<file path="src/rtl/reaction_pkg.sv">
// Shared types and constants for the reaction-time stimulus/timer pair.
package reaction_pkg;

  typedef enum logic [1:0] {
    StIdle,
    StArmed,
    StLit
  } state_e;

  localparam int unsigned TW_DEFAULT = 12;
  // Saturation value reported by the reaction timer.
  localparam int unsigned MS_TIMEOUT = 2000;
  // Galois toggle mask for x^16+x^14+x^13+x^11+1 (right-shifting form).
  localparam logic [15:0] LFSR_POLY  = 16'hB400;

  function automatic logic [15:0] lfsr_next(input logic [15:0] q);
    lfsr_next = {1'b0, q[15:1]} ^ (q[0] ? LFSR_POLY : 16'h0000);
  endfunction

endpackage

</file>
<file path="src/rtl/reaction_stimulus_if.sv">
// User-control and timer-side signals of the stimulus block.
interface reaction_stimulus_if #(
  parameter int unsigned TW = 12
);
  logic          start;
  logic          btn;
  logic          tick_ms;
  logic          meas_valid;
  logic [TW-1:0] meas_time;
  logic          meas_slow;
  logic          led;
  logic          go;
  logic          cheat;
  logic          busy;
  logic          best_valid;
  logic [TW-1:0] best_time;
  logic [3:0]    trials;

  modport master (
    output start, btn, tick_ms, meas_valid, meas_time, meas_slow,
    input  led, go, cheat, busy, best_valid, best_time, trials
  );

  modport slave (
    input  start, btn, tick_ms, meas_valid, meas_time, meas_slow,
    output led, go, cheat, busy, best_valid, best_time, trials
  );
endinterface

</file>
<file path="src/rtl/reaction_lfsr16.sv">
// 16-bit Galois LFSR that steps once per adv pulse; a zero seed is forced to 1.
module reaction_lfsr16
  import reaction_pkg::*;
(
  input  logic        clk,
  input  logic        rst,
  input  logic        adv,
  input  logic [15:0] seed,
  output logic [15:0] q
);

  logic [15:0] r_q;
  logic [15:0] w_seed;

  // The all-zero state is a lock-up state for this LFSR.
  assign w_seed = (seed == 16'h0000) ? 16'h0001 : seed;

  // State register: reload seed on reset, step on request.
  always_ff @(posedge clk) begin
    if (rst) begin
      r_q <= w_seed;
    end else if (adv) begin
      r_q <= lfsr_next(r_q);
    end
  end

  assign q = r_q;

endmodule

</file>
<file path="src/rtl/reaction_stimulus.sv">
// Reaction-test stimulus: random LED delay, cheat detection, result scoring.
module reaction_stimulus
  import reaction_pkg::*;
#(
  parameter int unsigned TW           = TW_DEFAULT,
  parameter int unsigned MIN_DELAY_MS = 1000,
  parameter int unsigned RANGE_BITS   = 11,
  parameter int unsigned WATCHDOG_MS  = 2500,
  parameter logic [15:0] SEED         = 16'hACE1
) (
  input logic                clk,
  input logic                rst,
  reaction_stimulus_if.slave bus
);

  localparam logic [15:0] MinDelay  = 16'(MIN_DELAY_MS);
  localparam logic [15:0] RangeMask = 16'((2 ** RANGE_BITS) - 1);
  localparam logic [15:0] WdLast    = 16'(WATCHDOG_MS - 1);

  if (MIN_DELAY_MS + (2 ** RANGE_BITS) - 1 >= 65536) begin : g_delay_range_chk
    $error("MIN_DELAY_MS + 2^RANGE_BITS - 1 does not fit the 16-bit delay counter");
  end

  state_e        r_state, w_state_nxt;
  logic          r_led, w_led_nxt;
  logic          r_go, w_go_nxt;
  logic          r_cheat, w_cheat_nxt;
  logic          r_best_valid, w_best_valid_nxt;
  logic [TW-1:0] r_best_time, w_best_time_nxt;
  logic [3:0]    r_trials, w_trials_nxt;
  logic [15:0]   r_delay_cnt, w_delay_cnt_nxt;
  logic [15:0]   r_wd_cnt, w_wd_cnt_nxt;
  logic [15:0]   w_lfsr;
  logic          w_lfsr_adv;
  logic [3:0]    w_trials_inc;

  reaction_lfsr16 u_lfsr (
    .clk  (clk),
    .rst  (rst),
    .adv  (w_lfsr_adv),
    .seed (SEED),
    .q    (w_lfsr)
  );

  assign w_trials_inc = (r_trials == 4'hF) ? r_trials : r_trials + 4'd1;

  // State and registered outputs; reset overrides everything.
  always_ff @(posedge clk) begin
    if (rst) begin
      r_state      <= StIdle;
      r_led        <= 1'b0;
      r_go         <= 1'b0;
      r_cheat      <= 1'b0;
      r_best_valid <= 1'b0;
      r_best_time  <= '0;
      r_trials     <= 4'd0;
      r_delay_cnt  <= 16'd0;
      r_wd_cnt     <= 16'd0;
    end else begin
      r_state      <= w_state_nxt;
      r_led        <= w_led_nxt;
      r_go         <= w_go_nxt;
      r_cheat      <= w_cheat_nxt;
      r_best_valid <= w_best_valid_nxt;
      r_best_time  <= w_best_time_nxt;
      r_trials     <= w_trials_nxt;
      r_delay_cnt  <= w_delay_cnt_nxt;
      r_wd_cnt     <= w_wd_cnt_nxt;
    end
  end

  // Next-state and next-output logic for the trial sequencer.
  always_comb begin
    w_state_nxt      = r_state;
    w_led_nxt        = r_led;
    w_go_nxt         = 1'b0;
    w_cheat_nxt      = r_cheat;
    w_best_valid_nxt = r_best_valid;
    w_best_time_nxt  = r_best_time;
    w_trials_nxt     = r_trials;
    w_delay_cnt_nxt  = r_delay_cnt;
    w_wd_cnt_nxt     = r_wd_cnt;
    w_lfsr_adv       = 1'b0;

    unique case (r_state)
      StIdle: begin
        if (bus.start) begin
          w_state_nxt     = StArmed;
          w_delay_cnt_nxt = MinDelay + (w_lfsr & RangeMask);
          w_cheat_nxt     = 1'b0;
          w_lfsr_adv      = 1'b1;
        end
      end
      StArmed: begin
        // An early press beats a same-cycle delay expiry.
        if (bus.btn) begin
          w_cheat_nxt = 1'b1;
          w_state_nxt = StIdle;
        end else if (bus.tick_ms) begin
          w_delay_cnt_nxt = r_delay_cnt - 16'd1;
          if (r_delay_cnt == 16'd1) begin
            w_state_nxt  = StLit;
            w_led_nxt    = 1'b1;
            w_go_nxt     = 1'b1;
            w_wd_cnt_nxt = 16'd0;
          end
        end
      end
      StLit: begin
        // A result beats a same-cycle watchdog expiry.
        if (bus.meas_valid) begin
          w_led_nxt    = 1'b0;
          w_trials_nxt = w_trials_inc;
          w_state_nxt  = StIdle;
          if (!bus.meas_slow && (!r_best_valid || bus.meas_time < r_best_time)) begin
            w_best_time_nxt  = bus.meas_time;
            w_best_valid_nxt = 1'b1;
          end
        end else if (bus.tick_ms) begin
          w_wd_cnt_nxt = r_wd_cnt + 16'd1;
          if (r_wd_cnt == WdLast) begin
            w_led_nxt    = 1'b0;
            w_trials_nxt = w_trials_inc;
            w_state_nxt  = StIdle;
          end
        end
      end
      default: w_state_nxt = StIdle;
    endcase
  end

  assign bus.busy       = (r_state != StIdle);
  assign bus.led        = r_led;
  assign bus.go         = r_go;
  assign bus.cheat      = r_cheat;
  assign bus.best_valid = r_best_valid;
  assign bus.best_time  = r_best_time;
  assign bus.trials     = r_trials;

endmodule

</file>
<file path="src/flat_wrapper.sv">
// flat-port wrapper written by rule: the top's interface ports become plain ports
module reaction_stimulus_flat import reaction_pkg::*;
#(
  parameter int unsigned TW           = TW_DEFAULT,
  parameter int unsigned MIN_DELAY_MS = 1000,
  parameter int unsigned RANGE_BITS   = 11,
  parameter int unsigned WATCHDOG_MS  = 2500,
  parameter logic [15:0] SEED         = 16'hACE1
)
  (clk, rst, bus_start, bus_btn, bus_tick_ms, bus_meas_valid, bus_meas_time, bus_meas_slow, bus_led, bus_go, bus_cheat, bus_busy, bus_best_valid, bus_best_time, bus_trials);
  reaction_stimulus_if #(.TW(TW)) bus_i ();
  input logic clk;
  input logic rst;
  input wire logic [$bits(bus_i.start)-1:0] bus_start;
  input wire logic [$bits(bus_i.btn)-1:0] bus_btn;
  input wire logic [$bits(bus_i.tick_ms)-1:0] bus_tick_ms;
  input wire logic [$bits(bus_i.meas_valid)-1:0] bus_meas_valid;
  input wire logic [$bits(bus_i.meas_time)-1:0] bus_meas_time;
  input wire logic [$bits(bus_i.meas_slow)-1:0] bus_meas_slow;
  output wire logic [$bits(bus_i.led)-1:0] bus_led;
  output wire logic [$bits(bus_i.go)-1:0] bus_go;
  output wire logic [$bits(bus_i.cheat)-1:0] bus_cheat;
  output wire logic [$bits(bus_i.busy)-1:0] bus_busy;
  output wire logic [$bits(bus_i.best_valid)-1:0] bus_best_valid;
  output wire logic [$bits(bus_i.best_time)-1:0] bus_best_time;
  output wire logic [$bits(bus_i.trials)-1:0] bus_trials;
  assign bus_i.start = bus_start;
  assign bus_i.btn = bus_btn;
  assign bus_i.tick_ms = bus_tick_ms;
  assign bus_i.meas_valid = bus_meas_valid;
  assign bus_i.meas_time = bus_meas_time;
  assign bus_i.meas_slow = bus_meas_slow;
  assign bus_led = bus_i.led;
  assign bus_go = bus_i.go;
  assign bus_cheat = bus_i.cheat;
  assign bus_busy = bus_i.busy;
  assign bus_best_valid = bus_i.best_valid;
  assign bus_best_time = bus_i.best_time;
  assign bus_trials = bus_i.trials;
  reaction_stimulus #(.TW(TW), .MIN_DELAY_MS(MIN_DELAY_MS), .RANGE_BITS(RANGE_BITS), .WATCHDOG_MS(WATCHDOG_MS), .SEED(SEED)) u_core (.clk(clk), .rst(rst), .bus(bus_i));
endmodule
</file>
<file path="config.mk">
export PLATFORM = sky130hd
export DESIGN_NAME = reaction_stimulus_flat
export DESIGN_NICKNAME = d
export VERILOG_FILES = /design/src/rtl/reaction_pkg.sv /design/src/rtl/reaction_stimulus_if.sv /design/src/rtl/reaction_lfsr16.sv /design/src/rtl/reaction_stimulus.sv /design/src/flat_wrapper.sv
export SDC_FILE = /design/constraint.sdc
export NUM_CORES = 1
export LEC_CHECK = 0
export ABC_CLOCK_PERIOD_IN_PS = 2000
export BUFFER_PORTS_ARGS = -buffer_cell sky130_fd_sc_hd__buf_2
export CAP_MARGIN = 15
export CORE_MARGIN = 4
export CORE_UTILIZATION = 25
export DETAILED_ROUTE_END_ITERATION = 10
export PLACE_DENSITY = 0.43
export SYNTH_ARGS = -nofsm -noshare
export SYNTH_HDL_FRONTEND = slang
export SYNTH_SLANG_ARGS = --single-unit
export TNS_END_PERCENT = 10
</file>
<file path="constraint.sdc">
create_clock -name clk -period 2 [get_ports clk]
set_clock_uncertainty 0.2 [all_clocks]
set_input_delay 0.1 -clock clk [delete_from_list [all_inputs] [get_ports clk]]
set_output_delay 0.1 -clock clk [all_outputs]
set_load 0.02 [all_outputs]
</file>
After elaboration in Yosys (flattened, before gate mapping):

Cells that the tools add are included.

* bitwise operators: 3
* add/subtract/negate cells: 4
* multiplexer cells: 36
* reduce and logical (&&, ||, !) cells: 18
* equal/unequal tests: 16
* magnitude comparators: 1

Operators by type and width (number)
* 16-bit 2-to-1 mux: 9
* 16-bit one-hot mux with 2 select lines: 2
* 16-bit by 1-bit adder with 16-bit output (second input constant): 1
* 16-bit by 1-bit == test with 1-bit output (second input constant): 1
* 16-bit by 12-bit == test with 1-bit output (second input constant): 1
* 4-bit 2-to-1 mux: 4
* 16-bit by 1-bit subtractor with 16-bit output (second input constant): 1
* 15-bit by 16-bit XOR with 16-bit output: 1
* 2-bit 2-to-1 mux: 7
* 10-bit by 11-bit adder with 12-bit output (first input constant): 1
* 12-bit less-than comparator: 1
* 2-bit != test (second input constant): 6
* 6-bit AND reduction: 2
* 1-bit 2-to-1 mux: 11
* 2-bit nonzero test: 5
* 3-bit AND reduction: 3
* 3-bit by 2-bit != test with 1-bit output (second input constant): 2
* 3-bit != test (second input constant): 2
* 2-bit one-hot mux with 3 select lines: 1
* 5-bit AND reduction: 1
* 4-bit by 1-bit adder with 4-bit output (second input constant): 1
* 4-bit == test (second input constant): 1
* 1-bit one-hot mux with 2 select lines: 2
* 4-bit AND reduction: 1
* 9 further kinds: 11

* word-level logic and storage cells: 88
* bits of input ports: 19
* output and inout port bits: 21
* flip-flop bits (word level): 70

Depth between registers and ports, before layout:

Gate-level depths: netlist (run 1).

* word-level depth: 5
* mapped depth: 8
* gate-level depth less buffers: 7

Hierarchy:

A second synthesis (run 1) with hierarchy kept.

* cells, all modules: 423
* area total of the unflattened synthesis: 3865.0 um^2

By module, submodules not included
* reaction_stimulus: times used 1, seq. area each 1081.0 um^2, area an instance 3108.0 um^2, cells each 375
* reaction_lfsr16: times used 1, seq. area each 480.5 um^2, area an instance 757.0 um^2, cells each 48

Least setup slack after synthesis (run 1):

Ideal clock, no wire load.

* path type: reg-to-reg
* start point: reg u_core.r_best_time[7] (netlist: u_core.bus.best_time[7])
* end point: reg u_core.r_best_time[10] (netlist: u_core.bus.best_time[10])
* clock period less this slack: 2.392 ns
* cell stages (with the launch flop): 9
* setup time: 0.072 ns
* data arrival time: 2.121 ns
* path slack: -0.392 ns
* cells stage by stage: dfxtp_1 > inv_1 > ha_1 > a21oi_1 > nor2_1 > o31a_1 > a211oi_1 > buf_2 > mux2i_1

* word-level cells in the longest chain between the ends: 4

Ends and longest elaborated chain
* from (decl): line reaction_stimulus.sv:29 `logic [TW-1:0] r_best_time, w_best_time_nxt;`
* from (signal assigned): line reaction_stimulus.sv:65 `r_best_time <= w_best_time_nxt;`
* 12-bit less-than comparator: line reaction_stimulus.sv:115 `if (!bus.meas_slow && (!r_best_valid || bus.meas_time < r_best_time)) begin`
* 1-bit logical OR: line reaction_stimulus.sv:115
* 1-bit logical AND: line reaction_stimulus.sv:115
* 3-bit AND reduction (no line)

No other way between the ends.
A chain may end at the register's enable or synchronous reset.

Final worst setup path (run 1):

* start point: reg u_core.r_wd_cnt[2]
* end point: reg u_core.r_trials[1] (netlist: u_core.bus.trials[1])

* word-level cells in the longest chain between the ends: 3

Ends and longest elaborated chain
* from (decl): line reaction_stimulus.sv:32 `logic [15:0] r_wd_cnt, w_wd_cnt_nxt;`
* from (signal assigned): line reaction_stimulus.sv:68 `r_wd_cnt <= w_wd_cnt_nxt;`
* 16-bit by 12-bit == test with 1-bit output: line reaction_stimulus.sv:121 `if (r_wd_cnt == WdLast) begin`
* 2-bit nonzero test (no line)
* 3-bit AND reduction (no line)
* to (signal assigned): line reaction_stimulus.sv:66 `r_trials <= w_trials_nxt;`
* to (decl): line reaction_stimulus.sv:30 `logic [3:0] r_trials, w_trials_nxt;`

No other way between the ends.

==> results of run 1 <==
==> cell usage after synthesis, types with 2 or more instances <==
master / number / area [µm²]
nor3_1: 13 / 65.1
and2_1: 4 / 25.0
nor2b_1: 3 / 18.8
dfxtp_1: 70 / 1400
xnor2_1: 16 / 140
nand2b_1: 5 / 31.3
a211oi_1: 7 / 52.6
or4_1: 5 / 37.5
a21o_1: 4 / 30.0
ha_1: 16 / 200
and3_1: 2 / 12.5
o21ai_0: 4 / 20.0
clkbuf_1: 15 / 56.3
nand4_1: 9 / 56.3
nand3b_1: 2 / 15.0
o31ai_1: 3 / 22.5
buf_1: 2 / 7.51
nand2_1: 71 / 267
nor3b_1: 2 / 15.0
a21oi_1: 32 / 160
nor2_1: 45 / 169
nand3_1: 19 / 95.1
mux2i_1: 12 / 120
a31oi_1: 2 / 12.5
o21ai_1: 11 / 55.1
inv_1: 20 / 75.1
o211ai_1: 3 / 22.5
a22oi_1: 2 / 15.0
nor3_2: 2 / 20.0
xor2_1: 11 / 96.3
nor4_1: 5 / 31.3
==> logic make-up (layout without fill, tap and decap cells) <==
| kind of cell | after synthesis | in the layout | synth area share [%] |
|---|---|---|---|
| AO/OA/AOI/OAI | 79 | 79 | 13.4 |
| buffers and inverters | 40 | 147 | 4.32 |
| multiplexers | 13 | 13 | 3.66 |
| flip-flops | 70 | 70 | 39.0 |
| adder cells (fa/ha/maj) | 16 | 16 | 5.57 |
| AND/OR/NAND/NOR | 199 | 199 | 27.4 |
| XOR/XNOR | 27 | 27 | 6.58 |
==> through the flow <==
step / worst slack (ns) / cell area, µm² / instances
2_1_floorplan: -0.0491 / 3710 / 444
3_3_place_gp: -0.0979 / 4420 / 692
6_report: -0.118 / 5100 / 731
3_5_place_dp: -0.120 / 4420 / 692
4_1_cts: -0.132 / 5000 / 728
5_1_grt: -0.213 / 5100 / 731
==> critical path: stages, from the launching register on <==
cell	delay (ns)
dfxtp_2	0.32
or4b_4	0.54
nor4_4	0.22
a21oi_4	0.12
or4b_1	0.53
a21oi_1	0.13
==> power breakdown <==
part           internal [mW]  switching [mW]
sequential              1.44          0.0510
combinational          0.281           0.304
clock                   1.21           0.598
==> final cells by class <==
class / instances / area [µm²] / share of cell area (%)
repair buffers: 110 / 803 / 15.8
clock inverters: 1 / 30.0 / 0.589
clock buffers: 15 / 319 / 6.26
well taps: 180 / 225 / 4.42
flip-flops and latches: 70 / 1430 / 28.1
multi-input cells: 334 / 2210 / 43.3
inverters: 21 / 78.8 / 1.55
==> repair_timing <==
| item | in CTS | in global routing |
|---|---|---|
| setup endpoints to repair | 13 | 42 |
| hold buffers | 20 | 0 |
| endpoints found under the hold margin | 27 | 0 |
| pin swaps | 4 | 5 |
| gates resized for setup | 4 | 18 |
| buffers inserted | 0 | 3 |
==> cell usage in the layout (no fill, tap or decap), drive strengths merged, types with 2 or more instances in the layout <==
cell and count:
nor3b 2, nand3 20, nand4 10, a21o 4, a31oi 2, nor4 6, a21boi 2, dfxtp 70
nand3b 2, clkbuf 15, nor2b 3, xor2 11, dlygate4sd3 19, nand2b 5, buf 90, mux2i 12
nor2 45, o21ai 15, inv 21, o31ai 3, a211oi 7, ha 16, a21oi 33, xnor2 16
or4 5, o211ai 3, nor3 15, nand2 71, or4b 2, a22oi 2, and3 2, and2 5
==> registers in the layout, summed over array words and instances (netlist names), 2 cells and up <==
name and flops:
u_core.r_delay_cnt 16, u_core.u_lfsr.q 16, u_core.r_state 2, u_core.bus.trials 4
u_core.bus.best_time 12, u_core.r_wd_cnt 16
==> metal layers <==
| layer | global-route usage [%] | share of wire, % | vias up |
|---|---|---|---|
| li1 | - | - | 1747 |
| met1 | 15.0 | 49 | 1540 |
| met2 | 19.6 | 46 | 51 |
| met3 | 3.79 | 4.0 | 4 |
| met4 | 3.43 | 0.82 | 0 |
| met5 | 0 | 0 | - |
==> worst paths after layout <==
| kind | start | endpoint | slack, ns | depth (start not counted) |
|---|---|---|---|---|
| worst max register to register | u_core.r_wd_cnt[2]$_SDFFE_PP0P_ | u_core.bus.trials[1]$_SDFFE_PP0P_ | -0.12 | 5 |
| worst max-delay path | u_core.r_wd_cnt[2]$_SDFFE_PP0P_ | u_core.bus.trials[1]$_SDFFE_PP0P_ | -0.12 | 5 |
| worst min register to register | u_core.u_lfsr.q[15]$_SDFFE_PP1P_ | u_core.u_lfsr.q[14]$_SDFFE_PP0P_ | 0.25 | 2 |
| worst min-delay path | bus_meas_time[2] | u_core.bus.best_time[2]$_SDFFE_PP0P_ | 0.05 | 4 |
==> flow_summary.yaml, run 1 <==
timing:
  rsz0062_at_grt: "true"
  slew-limit-headroom_pct: 67.5
  worst_slack_ns: -0.118
  slew_violations: 0
  max_freq_ghz: 0.472
  period_needed_ns: 2.12
  finalCritPeriodShare_pct: 106
  final_hold_viol_count: 0
  setup_tns_ns: -0.408
  worst_pin_slew_ns: 0.476
  setup_viol: 4
  holdWs_ns: 0.0510
cells_and_area:
  drive_above_1_share_pct: 27.4
  diodes: 0
  nFillCells: 1451
  finalNetCount: 581
  final_util_pct: 36.4
  syn_to_final_growth_pct: 41.9
clock_tree:
  clk_latency_ns: 0.33
  htree_levels: 3
  cts_tree: "yes"
  cts_buffers: 9
  clockBufferDepth: 2
  numClockSinks: 70
  path_clk_slew_ns: 0.06
  cts-root-buf: "clkbuf_16"
yosys:
  synthArstFlopShare_pct: 0
  synth_edf_count: 0
  ys_warn_count: 0
  synthCells: 444
  synth_cell_types: 58
  postSynthAreaPerCell_um2: 8.09
  ys.flop_type: "dfxtp_1"
  ys_ff_latch: 70
  synthesis.nets: 479
  synth_seq_area_share_pct: 39.0
  netlist_area_um2: 3590
outcome:
  status: "finished with violations"
  violations: "negative setup slack"
global_route:
  track_usage_pct: 11.9
  antenna_found_initial: 0
  grt_max_degree: 30
  overflow: 0
  grt_pass1_vias: 3243
  grt_pass1_wl_um: 15700
die:
  die_y_um: 128
  initial_utilization_pct: 25.7
  ios: 40
  fp.dieW_um: 128
  rows: 43
  dieArea_um2: 16400
  core-area_um2: 14000
power_and_ir_drop:
  power.density_nw_per_um2: 762
  finalPower_mw: 3.88
  p_leak_nw: 2.00
  peakVddDrop_uv: 357
routing:
  drtAntennaViolNets: 0
  drt_pass1_iterations: 4
  via_count: 3342
  initialDrtViolationCount: 123
  drt-wirelength-per-cell_um: 12.7
  drc: 0
  finalWirelength_um: 9310
  avgViaCountPerCell: 4.57
min_path:
  hold_path.class: "primary input to flop"
worst_setup_path:
  startpoint_type: "flop"
  critical_path.max_fanout: 6
  crit_arrival_ns: 2.18
  end_kind: "flop"
  worstSetupPathType: "flop to flop"
  worstPathRequired_ns: 2.07
place:
  place_hpwl_um: 6650
  place_congestion: 0.728
  io_buffer_count: 39
flow_run:
  max_cap_violations: 0
No activity file was read; power rests on OpenSTA's default activity.
==> run 2, diff against run 1 <==
--- a/config.mk
+++ b/config.mk
@@ -5,10 +5,11 @@
 export SDC_FILE = /design/constraint.sdc
 export NUM_CORES = 1
 export LEC_CHECK = 0
+export ABC_AREA = 1
 export ABC_CLOCK_PERIOD_IN_PS = 2000
 export BUFFER_PORTS_ARGS = -buffer_cell sky130_fd_sc_hd__buf_2
 export CAP_MARGIN = 15
-export CORE_MARGIN = 4
+export CORE_ASPECT_RATIO = 0.9
 export CORE_UTILIZATION = 25
 export DETAILED_ROUTE_END_ITERATION = 10
 export PLACE_DENSITY = 0.43
==> flow_summary.yaml, run 2 <==
worst_setup_path:
  rr_worst_depth: 10
  end_kind: "flop"
  crit_arrival_ns: 1.92
  startpoint_type: "primary input"
  r2r-start: "u_core.r_delay_cnt[0]$_SDFFE_PP0P_"
  path_cells: "dlygate4sd3_1, buf_2, ha_4, nand2_1, nor2_2, nand2_1, nor2_1, nand2_1, nand2_2, nand2_4, buf_6, a21oi_1, nor2_1"
  slowest_delay_ns: 0.53
  worst_path_most_repeated_cell: "nand2_1"
  reg2reg_slack_ns: 0.14
  worstPathRequired_ns: 2.04
  r2r-end: "u_core.r_delay_cnt[10]$_SDFFE_PP0P_"
  cpMaxStageDelayCell: "dlygate4sd3_1"
  critical_path.max_fanout: 5
  worstSetupPathType: "primary input to flop"
yosys:
  yosys-top-cells-area: "dfxtp_1 (34%), nand2_1 (12%), nor2_1 (8.7%)"
  synth_top_area_share_pct: 34.0
  ys_warn_count: 0
  postSynthAreaPerCell_um2: 6.63
  synth_seq_area_share_pct: 34.0
  synth_commonest_cells: "nand2_1 (129), nor2_1 (96), inv_1 (78)"
  synthesis.nets: 657
  synth_cell_types: 37
  synth_top_area_cell: "dfxtp_1"
  ys_ff_latch: 70
  synth_edf_count: 0
  yosysMostFrequentCell: "nand2_1"
  synthCells: 622
  ys.flop_type: "dfxtp_1"
  synthArstFlopShare_pct: 0
  netlist_area_um2: 4130
global_route:
  grt_pass1_wl_um: 17900
  track_usage_pct: 13.7
  grt_pass1_vias: 3763
  antenna_found_initial: 0
  overflow: 0
  grt_max_degree: 27
timing:
  worst_pin_slew_ns: 0.393
  max_freq_ghz: 0.531
  setup_tns_ns: 0
  slew_violations: 0
  final_hold_viol_count: 0
  slew-limit-headroom_pct: 73.8
  setup_viol: 0
  period_needed_ns: 1.88
  finalCritPeriodShare_pct: 94.1
clock_tree:
  clockBufferDepth: 2
  cts_tree: "yes"
  cts-root-buf: "clkbuf_16"
  cts_buffers: 9
  path_clk_slew_ns: 0.06
  clk_latency_ns: 0.35
  numClockSinks: 70
  htree_levels: 3
power_and_ir_drop:
  p_sw_share_pct: 33.2
  power_frac_comb_pct: 23.8
  p_leak_nw: 2.18
  pwr-share-seq_pct: 39.1
  finalPower_mw: 4.11
  intPower_mw: 2.74
  peakVddDrop_uv: 372
  switchingPower_mw: 1.37
  clock_power_share_pct: 37.1
  power.density_nw_per_um2: 795
cells_and_area:
  drive_above_1_share_pct: 20.0
  regArea_um2: 1410
  diodes: 0
  finalNetCount: 720
  syn_to_final_growth_pct: 25.3
  nFillCells: 1748
  layout_commonest_cell: "nand2_1"
  multi_input_area_um2: 2380
  final_cell_mix: "nand2_1 (126), nor2_1 (95), inv_1 (78)"
die:
  core-area_um2: 16100
  ios: 40
  die_y_um: 124
  dieArea_um2: 17000
  initial_utilization_pct: 25.6
  rows: 44
  fp.dieW_um: 137
min_path:
  min_from: "bus_meas_valid"
  holdPathStages: 4
  hold_end: "u_core.r_wd_cnt[6]$_SDFFE_PP0P_"
  hold_path.class: "primary input to flop"
place:
  place_congestion: 0.835
  io_buffer_count: 39
  place_hpwl_um: 7770
routing:
  initialDrtViolationCount: 251
  drt_pass1_iterations: 4
  drt-wirelength-per-cell_um: 12.3
  finalWirelength_um: 11100
  via_count: 3989
  drtAntennaViolNets: 0
  drc: 0
  avgViaCountPerCell: 4.45
flow_run:
  max_cap_violations: 0
outcome:
  status: "finished, final reports clean"
run 2: critical path: cells and delay by family:
| kind | cells | cell delay, ns |
|---|---|---|
| AND/OR/NAND/NOR | 8 | 0.61 |
| buffers and inverters | 3 | 0.81 |
| AO/OA/AOI/OAI | 1 | 0.11 |
| adder cells (fa/ha/maj) | 1 | 0.26 |
run 2: through the flow:
step           worst slack [ns]  util (%)  std cells  hold WS (ns)  instance area, µm²
2_1_floorplan           0.00156         -        622         0.105                4130
3_3_place_gp              0.139      28.5        862         0.233                4590
3_5_place_dp             0.0942      28.5        862         0.243                4590
4_1_cts                  0.0516      31.1        892       0.00649                5010
5_1_grt                -0.00229      32.0        897        0.0529                5170
6_report                  0.117      32.0        897        0.0183                5170
run 2: what timing repair did:
action	4_1_cts	5_1_grt
endpoints found under the hold margin	16	0
hold buffers	14	0
endpoints found under the setup margin	0	15
setup buffers	0	3
gates resized for setup	0	31
run 2: area by class of cell:
class	count	share of cell area, %
Clock inverter	5	0.678
Clock buffer	11	4.70
Timing Repair Buffer	75	10.0
Multi-Input combinational cell	444	46.0
Tap cell	207	5.01
Sequential cell	70	27.3
Inverter	85	6.32
run 2: power by group through the flow:
stage	combinational (mW)	clock, mW	sequential [mW]
6_report	0.980	1.52	1.61
5_1_grt	1.12	1.64	1.62
4_1_cts	0.948	1.59	1.60
3_5_place_dp	0.923	0	1.63
3_3_place_gp	0.915	0	1.63
2_1_floorplan	0.668	0	1.63
run 2: kinds of logic after synthesis:
family                     Yosys count  share of synthesized area (%)
adders and majority gates           16                           4.85
DFF                                 70                           34.0
and+or+nand+nor                    315                           33.8
AOI/OAI and AO/OA                   98                           13.6
xor gates and xnor gates            15                           3.18
buffers and inverters              108                           10.6
run 2: worst max path at each step:
stage | start | endpoint | slack [ns] | depth (start not counted)
finish | bus_meas_time[9] | u_core.bus.best_time[8]$_SDFFE_PP0P_ | 0.12 | 13
global route | bus_meas_time[8] | u_core.bus.best_time[3]$_SDFFE_PP0P_ | -0.002 | 13
CTS | bus_meas_time[11] | u_core.bus.best_time[5]$_SDFFE_PP0P_ | 0.05 | 13
detailed placement | u_core.bus.best_time[11]$_SDFFE_PP0P_ | u_core.bus.best_time[5]$_SDFFE_PP0P_ | 0.09 | 12
global placement | u_core.bus.best_time[11]$_SDFFE_PP0P_ | u_core.bus.best_time[1]$_SDFFE_PP0P_ | 0.14 | 12
floorplan | u_core.bus.best_time[10]$_SDFFE_PP0P_ | u_core.bus.best_time[10]$_SDFFE_PP0P_ | 0.002 | 12
run 2: metal layers:
layer	part of all wire [%]	GRT usage (%)	vias to the layer above
met1	52	18.1	1809
li1	-	-	2107
met3	3.9	4.07	11
met2	42	21.2	62
met4	1.4	4.81	0
met5	0	0	-
==> run 3, diff against run 2 <==
--- a/config.mk
+++ b/config.mk
@@ -10,9 +10,9 @@
 export BUFFER_PORTS_ARGS = -buffer_cell sky130_fd_sc_hd__buf_2
 export CAP_MARGIN = 15
 export CORE_ASPECT_RATIO = 0.9
+export CORE_MARGIN = 3
 export CORE_UTILIZATION = 25
 export DETAILED_ROUTE_END_ITERATION = 10
-export PLACE_DENSITY = 0.43
 export SYNTH_ARGS = -nofsm -noshare
 export SYNTH_HDL_FRONTEND = slang
 export SYNTH_SLANG_ARGS = --single-unit
==> flow_summary.yaml, run 3 (synthesized netlist as in run 2, its figures left out) <==
clock_tree:
  cts_tree: "yes"
  clk_latency_ns: 0.34
  clockBufferDepth: 2
  numClockSinks: 70
  cts_buffers: 9
  htree_levels: 3
  cts-root-buf: "clkbuf_16"
  path_clk_slew_ns: 0.06
worst_setup_path:
  crit_buf_inv: 3
  slowest_delay_ns: 0.53
  crit_family: "buffers and inverters"
  reg2reg_slack_ns: 0.14
  worst_path_most_repeated_cell: "nand2_2"
  path_cells: "dlygate4sd3_1, buf_2, ha_4, nand2_2, nor2_4, nand2_2, nor2_1, nand2_1, nand2_2, nand2_4, clkbuf_16, a21oi_1, nor2_1"
  startpoint_type: "primary input"
  crit_arrival_ns: 1.92
  end_kind: "flop"
  critical_path.max_fanout: 6
  cpMaxStageDelayCell: "dlygate4sd3_1"
  worstSetupPathType: "primary input to flop"
  worstPathRequired_ns: 2.03
outcome:
  status: "finished, final reports clean"
cells_and_area:
  syn_to_final_growth_pct: 27.4
  diodes: 0
  final_cell_mix: "nand2_1 (124), nor2_1 (94), inv_1 (77)"
  drive_above_1_share_pct: 19.7
  layout_commonest_cell: "nand2_1"
  finalNetCount: 715
  final_util_pct: 33.4
  final_cells: 887
global_route:
  overflow: 0
  grt_pass1_vias: 3662
  grt_max_degree: 27
  antenna_found_initial: 0
  grt_pass1_wl_um: 17500
  track_usage_pct: 11.7
min_path:
  hold_path.class: "primary input to flop"
place:
  place_hpwl_um: 7220
  dp_cells: 855
  io_buffer_count: 39
  place_congestion: 0.803
timing:
  finalCritPeriodShare_pct: 94.7
  worst_pin_slew_ns: 0.469
  final_hold_viol_count: 0
  period_needed_ns: 1.89
  slew-limit-headroom_pct: 68.7
  slew_violations: 0
  setup_viol: 0
  max_freq_ghz: 0.528
  holdWs_ns: 0.0400
power_and_ir_drop:
  finalPower_mw: 4.47
  p_leak_nw: 2.21
  power.density_nw_per_um2: 850
  peakVddDrop_uv: 414
routing:
  via_count: 3970
  avgViaCountPerCell: 4.48
  drt_pass1_iterations: 4
  drtAntennaViolNets: 0
  initialDrtViolationCount: 271
  drc: 0
  drt-wirelength-per-cell_um: 11.8
  finalWirelength_um: 10500
die:
  core-area_um2: 15800
  initial_utilization_pct: 26.2
  ios: 40
  fp.dieW_um: 141
  dieArea_um2: 18100
  rows: 43
  die_y_um: 128
flow_run:
  max_cap_violations: 0
==> run 3: cell count changes in the layout (fill, tap and decap cells not counted), moves of 2 or more <==
| cell | delta |
|---|---|
| buf_2 | -3 |
| buf_4 | -2 |
| buf_6 | -4 |
| bufinv_16 | +3 |
| clkbuf_16 | +2 |
| clkinv_2 | -2 |
| clkinv_4 | -2 |
| nand2_1 | -2 |
| nand2_2 | +2 |
==> run 3: layout make-up <==
cell class,count,area [µm²]
Fill cell,1677,10500
Multi-Input combinational cell,444,2390
Sequential cell,70,1410
Timing Repair Buffer,70,524
Inverter,85,322
Clock buffer,11,253
Tap cell,202,253
Clock inverter,5,105
==> run 3: report_power, final <==
part / leakage (nW) / switching (mW) / internal, mW
Clock: 0.168 / 0.621 / 1.29
Combinational: 1.47 / 0.604 / 0.353
Sequential: 0.575 / 0.0986 / 1.51
Total: 2.21 / 1.32 / 3.15
==> run 3: repair_timing <==
action,4_1_cts,5_1_grt
setup endpoints to repair,0,13
hold buffers,15,0
hold endpoints to repair,17,0
resized for setup,0,24
buffers inserted,0,1
==> run 3: worst paths after layout <==
| check | depth (start not counted) | startpoint | end |
|---|---|---|---|
| max | 13 | bus_meas_time[10] | u_core.bus.best_time[11]$_SDFFE_PP0P_ |
| min | 5 | bus_start | u_core.r_state[1]$_SDFFE_PP0P_ |
| max reg2reg | 10 | u_core.r_delay_cnt[5]$_SDFFE_PP0P_ | u_core.r_wd_cnt[10]$_SDFFE_PP0P_ |
| min reg2reg | 2 | u_core.u_lfsr.q[15]$_SDFFE_PP1P_ | u_core.u_lfsr.q[15]$_SDFFE_PP1P_ |
==> run 3: metrics by stage <==
stage | cell area [µm²] | setup TNS, ns | setup slack (ns)
after floorplan | 4130 | 0 | 0.00156
after global placement | 4580 | 0 | 0.153
after detailed placement | 4580 | 0 | 0.154
after CTS | 5090 | 0 | 0.0909
after global routing | 5260 | -0.0652 | -0.0159
final | 5260 | 0 | 0.107
==> run 3: per-layer routing <==
metal,track usage [%],vias up,share of wire [%]
li1,-,2100,-
met5,0,-,0
met4,3.95,0,1.9
met1,14.9,1793,48
met2,19.6,62,47
met3,2.76,15,3.1
==> run 3: worst reg2reg max path, stage by stage (launching register included) <==
cell,delay (ns)
dfxtp_1,0.33
nor2_2,0.16
nand2_1,0.18
nor2_4,0.19
nand3_4,0.10
nand2_4,0.10
nand2_4,0.09
buf_4,0.19
o21ai_1,0.14
inv_1,0.05
nor2_1,0.07
